### src/rtl/histogram_sequencer.sv
// histogram_sequencer: per-frame controller that clears the projection
// histogram, raster-scans the 1-bit frame buffer and collects the readout.
module histogram_sequencer #(
    parameter int IMWIDTH  = 240,
    parameter int IMHEIGHT = 180,
    parameter int TIMEOUT  = 1024,
    parameter int GUARD    = 4
) (
    input  logic        clk,
    input  logic        reset,
    input  logic        frameReady,
    output logic        busy,
    output logic        frameDone,
    output logic        error,
    output logic        fbRead,
    output logic [15:0] fbAddress,
    input  logic        fbStall,
    input  logic        fbData,
    output logic        histStart,
    output logic        histClear,
    output logic        histRead,
    output logic        histDone,
    output logic [7:0]  histXAddress,
    output logic [7:0]  histYAddress,
    output logic        histPixel,
    input  logic        histClearAck,
    input  logic        histXValid,
    input  logic        histYValid,
    output logic [7:0]  xReadCount,
    output logic [7:0]  yReadCount
);

    localparam int TLOG = $clog2(TIMEOUT + GUARD + 1);
    localparam int TW   = (TLOG < 10) ? 10 : TLOG + 1;

    localparam logic [TW-1:0] T_LAST = TW'(TIMEOUT - 1);
    localparam logic [TW-1:0] G_LAST = TW'(GUARD - 1);
    localparam logic [TW-1:0] ACK_IGNORE = TW'(2);
    localparam logic [7:0]    XMAX   = 8'(IMWIDTH - 1);
    localparam logic [7:0]    YMAX   = 8'(IMHEIGHT - 1);

    typedef enum logic [3:0] {
        S_IDLE,
        S_CLEAR,
        S_CLEAR_WAIT,
        S_START,
        S_SCAN,
        S_DRAIN,
        S_DONE,
        S_READ,
        S_READ_WAIT,
        S_GUARD_WAIT
    } state_t;

    state_t          state_q;
    logic [TW-1:0]   timer_q;
    logic [7:0]      x_q, y_q;
    logic [7:0]      x_d, y_d;
    logic [15:0]     addr_q, addr_d;
    logic [7:0]      xcnt_q, ycnt_q;
    logic [7:0]      xcnt_d, ycnt_d;
    logic            error_q;
    logic            frameDone_q;
    logic            histClear_q, histStart_q;
    logic            histDone_q, histRead_q;
    logic            rdValid_q;
    logic [7:0]      xD_q, yD_q;
    logic            rd_s;
    logic            last_px;

    // A read goes out in every unstalled SCAN cycle.
    assign rd_s    = (state_q == S_SCAN) && !fbStall;
    assign last_px = (x_q == XMAX) && (y_q == YMAX);

    // Raster and readout counter next values.
    always_comb begin
        x_d    = x_q + 8'd1;
        y_d    = y_q;
        addr_d = addr_q + 16'd1;
        if (x_q == XMAX) begin
            x_d = 8'd0;
            y_d = y_q + 8'd1;
        end
        xcnt_d = xcnt_q;
        ycnt_d = ycnt_q;
        if (histXValid && xcnt_q != 8'hFF) begin
            xcnt_d = xcnt_q + 8'd1;
        end
        if (histYValid && ycnt_q != 8'hFF) begin
            ycnt_d = ycnt_q + 8'd1;
        end
    end

    // Frame sequencing FSM with registered command pulses.
    always_ff @(posedge clk) begin
        if (reset) begin
            state_q     <= S_IDLE;
            timer_q     <= '0;
            x_q         <= '0;
            y_q         <= '0;
            addr_q      <= '0;
            xcnt_q      <= '0;
            ycnt_q      <= '0;
            error_q     <= 1'b0;
            frameDone_q <= 1'b0;
            histClear_q <= 1'b0;
            histStart_q <= 1'b0;
            histDone_q  <= 1'b0;
            histRead_q  <= 1'b0;
        end else begin
            histClear_q <= 1'b0;
            histStart_q <= 1'b0;
            histDone_q  <= 1'b0;
            histRead_q  <= 1'b0;
            frameDone_q <= 1'b0;
            timer_q     <= timer_q + 1'b1;
            unique case (state_q)
                S_IDLE: begin
                    timer_q <= '0;
                    if (frameReady) begin
                        error_q     <= 1'b0;
                        xcnt_q      <= '0;
                        ycnt_q      <= '0;
                        x_q         <= '0;
                        y_q         <= '0;
                        addr_q      <= '0;
                        histClear_q <= 1'b1;
                        state_q     <= S_CLEAR;
                    end
                end
                S_CLEAR: begin
                    timer_q <= '0;
                    state_q <= S_CLEAR_WAIT;
                end
                S_CLEAR_WAIT: begin
                    if (timer_q >= ACK_IGNORE && histClearAck) begin
                        timer_q     <= '0;
                        histStart_q <= 1'b1;
                        state_q     <= S_START;
                    end else if (timer_q == T_LAST) begin
                        error_q <= 1'b1;
                        state_q <= S_IDLE;
                    end
                end
                S_START: begin
                    state_q <= S_SCAN;
                end
                S_SCAN: begin
                    if (!fbStall) begin
                        x_q    <= x_d;
                        y_q    <= y_d;
                        addr_q <= addr_d;
                        if (last_px) begin
                            state_q <= S_DRAIN;
                        end
                    end
                end
                S_DRAIN: begin
                    timer_q    <= '0;
                    histDone_q <= 1'b1;
                    state_q    <= S_DONE;
                end
                S_DONE: begin
                    if (timer_q[0]) begin
                        timer_q    <= '0;
                        histRead_q <= 1'b1;
                        state_q    <= S_READ;
                    end
                end
                S_READ: begin
                    timer_q <= '0;
                    state_q <= S_READ_WAIT;
                end
                S_READ_WAIT: begin
                    xcnt_q <= xcnt_d;
                    ycnt_q <= ycnt_d;
                    if (!histXValid && !histYValid && xcnt_q != 8'd0) begin
                        timer_q <= '0;
                        state_q <= S_GUARD_WAIT;
                    end else if (timer_q == T_LAST) begin
                        error_q <= 1'b1;
                        state_q <= S_IDLE;
                    end
                end
                S_GUARD_WAIT: begin
                    if (timer_q == G_LAST) begin
                        frameDone_q <= 1'b1;
                        state_q     <= S_IDLE;
                    end
                end
                default: begin
                    state_q <= S_IDLE;
                end
            endcase
        end
    end

    // Pixel data returns one cycle after its read; align bin addresses.
    always_ff @(posedge clk) begin
        if (reset) begin
            rdValid_q <= 1'b0;
            xD_q      <= '0;
            yD_q      <= '0;
        end else begin
            rdValid_q <= rd_s;
            if (rd_s) begin
                xD_q <= x_q;
                yD_q <= y_q;
            end
        end
    end

    assign busy         = (state_q != S_IDLE);
    assign frameDone    = frameDone_q;
    assign error        = error_q;
    assign fbRead       = rd_s;
    assign fbAddress    = addr_q;
    assign histStart    = histStart_q;
    assign histClear    = histClear_q;
    assign histRead     = histRead_q;
    assign histDone     = histDone_q;
    assign histXAddress = xD_q;
    assign histYAddress = yD_q;
    assign histPixel    = fbData & rdValid_q;
    assign xReadCount   = xcnt_q;
    assign yReadCount   = ycnt_q;

endmodule

### config.mk
export PLATFORM = sky130hd
export DESIGN_NAME = histogram_sequencer
export DESIGN_NICKNAME = d
export VERILOG_FILES = /design/src/rtl/histogram_sequencer.sv
export SDC_FILE = /design/constraint.sdc
export NUM_CORES = 1
export LEC_CHECK = 0
export CORE_MARGIN = 2
export CORE_UTILIZATION = 55
export DETAILED_ROUTE_END_ITERATION = 8
export GPL_TIMING_DRIVEN = 0
export PLACE_DENSITY_LB_ADDON = 0.25
export SETUP_SLACK_MARGIN = 0.02
export SLEW_MARGIN = 10
export SYNTH_ARGS = -nofsm -noshare
export SYNTH_HDL_FRONTEND = slang
export SYNTH_SLANG_ARGS = --single-unit
### constraint.sdc
create_clock -name clk -period 6.4 [get_ports clk]
set_clock_uncertainty 0.1 [all_clocks]
set_input_delay 1.92 -clock clk [delete_from_list [all_inputs] [get_ports clk]]
set_output_delay 1.92 -clock clk [all_outputs]
set_load 0.1 [all_outputs]
Word-level counts from Yosys, hierarchy flattened. Cells that the tools add are included.

Bits in registers: 87. Input port bits: 8. Output and inout port bits: 57.

Add/sub/neg operators: 6. Magnitude comparators: 1. Eq/ne operators: 25. Multiplexer cells: 37. Bitwise operators: 5. Reduce and logical (&&, ||, !) cells: 27.

Operators by type and width (number): 8-bit one-hot mux with 2 select lines (4); 8-bit two-way mux (7); 12-bit one-hot mux with 4 select lines (1); 4-bit one-hot mux with 10 select lines (1); 12-bit two-way mux (3); 8-bit by 1-bit adder with 8-bit output (second input constant) (4); 16-bit two-way mux (2); 4-bit two-way mux (8); 16-bit one-hot mux with 2 select lines (1); 2-bit inequality test (second input constant) (9); 16-bit by 1-bit adder with 16-bit output (second input constant) (1); 4-bit by 3-bit == test with 1-bit output (second input constant) (4); 8-bit == test (second input constant) (2); 8-bit inequality test (second input constant) (2); 12-bit by 1-bit adder with 12-bit output (second input constant) (1); 12-bit by 10-bit == test with 1-bit output (second input constant) (1); 12-bit by 2-bit == test with 1-bit output (second input constant) (1); 12-bit by 2-bit >= comparator with 1-bit output (second input constant) (1); 1-bit two-way mux (9); 3-bit AND reduction (3); 4-bit by 2-bit == test with 1-bit output (second input constant) (2); 4-bit == test (second input constant) (2); 4-bit AND reduction (2); 8-bit nonzero test (1); 14 further kinds (29).

Logic depth before layout (Yosys ltp).
Depth after elaboration: 5. Mapped depth: 8. Depth with buffers taken out: 7.

Worst setup path before layout. Ideal clock, no wire load.

Kind: input port to output port. Start: input port fbStall. End: output port fbRead. Arrival: 2.863 ns. Required time: 4.380 ns. Path slack: 1.517 ns. Stages: 4. Buffers on the path: 2. Cell sequence: or3_1 -> buf_2 -> inv_2 -> buf_4.

Word-level cells in the longest chain between the ends: 2.

Ends and longest elaborated chain: from (decl) (line 17) `input logic fbStall,`; 1-bit zero test; 1-bit logical AND (line 72) `assign rd_s = (state_q == S_SCAN) && !fbStall;`; to (decl) (line 15) `output logic fbRead,`.

Every way passes these cells.

Worst setup path in the final report. Ends and elaborated chain as after synthesis.

==> summary.txt <==
DR pass1 iterations -> 5
Crit path largest cell delay -> 0.86 ns
Synth Cell Area -> 0.00411 mm²
Fill cells -> 613
Power Dens Cells -> 232 mW/mm²
First-pass GRT wire length -> 16800 µm
DRT antenna net count -> 0
Final worst-path cycle share -> 0.959
Ys Warns -> 0
Clk sinks -> 87
Syn Inst Count -> 499
Post-Syn Area per Cell -> 8.24 µm²
CTS max path bufs -> 2
Critical-path top delay cell -> dlygate4sd2_1
Register area -> 0.00174 mm²
Crit path DAT -> 4.12 ns
Max VDD drop -> 0.116 mV
Wirelength per Cell -> 14.6 µm
Count leader, synth -> dfxtp_1
Setup crit start kind -> input port
Core area -> 0.00725 mm²
Crit path cell chain -> clkdlybuf4s50_1 > or3_1 > buf_2 > inv_2 > buf_4 > dlygate4sd2_1
Port Buffers -> 63
CTS HTree Levels -> 3
Remaining DRCs -> 0
Ys flop type -> dfxtp_1
Critical Path RT -> 4.38 ns
Status -> finished, final reports clean
Delay-heaviest family, CP -> buffers and inverters
Clk_lat worst skew -> 0.35 ns
Via-to-Cell Ratio -> 5.67
Clock Pin Slew Worst Setup and Hold Paths -> 0.08 ns
Root buf cell -> clkbuf_8
Die Area -> 0.00819 mm²
Worst hold endpoint -> histXAddress[6]
Minimum clock period -> 6.14 ns
Post-CTS Setup Repair Bufs -> 0
Area Overhead vs Synth -> 23.3%
Async SR Flop Fraction -> 0
Setup TNS -> 0 ns
Final #Nets -> 589
Initial Util -> 0.567
Largest net degree at the start of global routing -> 15
Buf/Inv on CP -> 5
DR vias -> 3830
WS Path Type -> input port to output port
Yosys cell types -> 61
Reg2reg setup slack -> 4.04 ns
Hold Path Cell Cnt -> 2
Final wirelength -> 9880 µm
Max Freq -> 163 MHz
Total CTS buffers -> 9
DPL Wire Length -> 7110 µm
FF-to-FF End -> y_q[7]
Total GRT Usage -> 0.247
EDFF count, synth -> 0
Worst-margin pin slew -> 1.03 ns
Layout cells sized above 1 -> 0.0555
Yosys reg bits -> 87
Global placer's final weighted congestion -> 0.858
HP Start -> histXAddress[6]
Worst Hold Class -> flop to flop
TritonCTS clock tree -> done
Worst Setup SP -> fbStall
Die width -> 90.5 µm
Vias in the first global route -> 3682
Setup violators final -> 0
Setup crit end kind -> output port
Multi-input gate area -> 0.00224 mm²
Sequential-to-total area share from yosys stat -> 0.423
Worst-path maximum fanout -> 10
FF-to-FF Start -> state_q[0]
Max-slew headroom -> 0.314
GRT Residual Overflow -> 0
Fin. max-slew vios -> 0
Static leakage -> 1.71 nW
Worst Reg2Reg Path Length in Cells -> 6
Top cells by count, synth -> dfxtp_1 (87), nand2_1 (77), nor2_1 (60), a21oi_1 (39), nand3_1 (24)
Site Rows -> 31
Die height -> 90.5 µm
Initial antenna violation count -> 0
Final Total Pwr -> 0.00118 W
Area contributors post-synth -> dfxtp_1 (42%), nand2_1 (7.0%), nor2_1 (5.5%)
Mapped Nets -> 515
Post-synth top area cell -> dfxtp_1
Synth top area share -> 0.423
Number of max-cap violations -> 0
Num ports -> 65
Ant. Diodes -> 0
Number of hold violations in the final report -> 0
DRT iter0 DRCs -> 215
RSZ-0062 raised after global routing -> no
[registers in the layout (all words and copies together), names as in the netlist]
register      flops
x_q               8
histRead          1
y_q               8
rdValid_q         1
histDone          1
histStart         1
state_q           4
yReadCount        8
fbAddress        16
histYAddress      8
histXAddress      8
xReadCount        8
histClear         1
error             1
frameDone         1
timer_q          12
[power by group]
part / internal [W] / total [W] / switching, W
Combinational: 0.0000597 / 0.000218 / 0.000159
Clock: 0.000201 / 0.000394 / 0.000193
Sequential: 0.000552 / 0.000564 / 0.0000119
Total: 0.000813 / 0.00118 / 0.000364
[kinds of logic (layout without fill, tap and decap cells)]
kind of cell    after synthesis  count (layout)  share of synthesized area
simple gates                240             240                      0.286
flops                        87              87                      0.423
xor+xnor                     38              38                     0.0809
compound gates               94              94                      0.150
mux                           1               1                    0.00243
fa+ha+maj                     8               8                     0.0243
buf+inv                      31             109                     0.0329
[worst register-to-register path, delay by kind of cell, from the launching register on]
kind / cells / cell delay, ns
and+or+nand+nor: 4 / 1.00
DFF: 1 / 0.31
buffers and inverters: 2 / 0.81
[per-layer routing]
metal	global-route usage	wire, µm	vias up
met5	0	0	-
met4	0.124	204	0
met3	0.0326	332	17
met2	0.422	4910	95
met1	0.305	4430	1818
li1	-	-	1900
[cells in the final DEF (no fill, tap or decap), types with 3 or more instances in the layout]
master,n
dfxtp_1,87
nand2_1,77
clkdlybuf4s50_1,62
nor2_1,60
a21oi_1,39
nand3_1,24
xnor2_1,23
nand4_1,15
xor2_1,15
nor3_1,14
inv_1,11
clkbuf_8,11
clkbuf_1,10
a211oi_1,9
o21ai_1,8
ha_1,8
buf_2,6
and4_1,6
and2_1,6
or3_1,6
nand2b_1,6
and3_1,5
o21ai_0,4
o22ai_1,4
nor2b_1,3
o31ai_1,3
o21a_1,3
a31oi_1,3
nor3b_1,3
or4_1,3
[area by class of cell]
type,count,share of cell area
plain buffers,19,0.0178
flip-flops and latches,87,0.343
well taps,99,0.0244
clock buffers,11,0.0299
repair buffers,63,0.124
clock inverters,4,0.0106
inverters,12,0.00888
multi-input cells,381,0.441
[what timing repair did]
item,4_1_cts,5_1_grt
hold buffers,0,0
gates resized for setup,1,0
setup endpoints to repair,1,0
[through the flow]
| stage | cells | worst slack [ns] | util | hold WS [ns] | cell area [µm²] |
|---|---|---|---|---|---|
| final | 676 | 0.261 | 0.699 | 0.358 | 5070 |
| after global routing | 676 | 0.170 | 0.699 | 0.389 | 5070 |
| after CTS | 676 | 0.269 | 0.699 | 0.359 | 5070 |
| after detailed placement | 661 | -0.00266 | 0.671 | 0.348 | 4870 |
| after global placement | 661 | -0.00777 | 0.671 | 0.343 | 4870 |
| after floorplan | 499 | 1.52 | - | 0.353 | 4110 |
[worst max-delay path by stage]
stage,end,slack [ns],cells after the start
finish,fbRead,0.26,6
global route,fbRead,0.17,6
CTS,fbRead,0.27,6
detailed placement,fbRead,-0.003,6
global placement,fbRead,-0.008,6
floorplan,fbRead,1.52,4
Power figures use the tool's default switching activity.
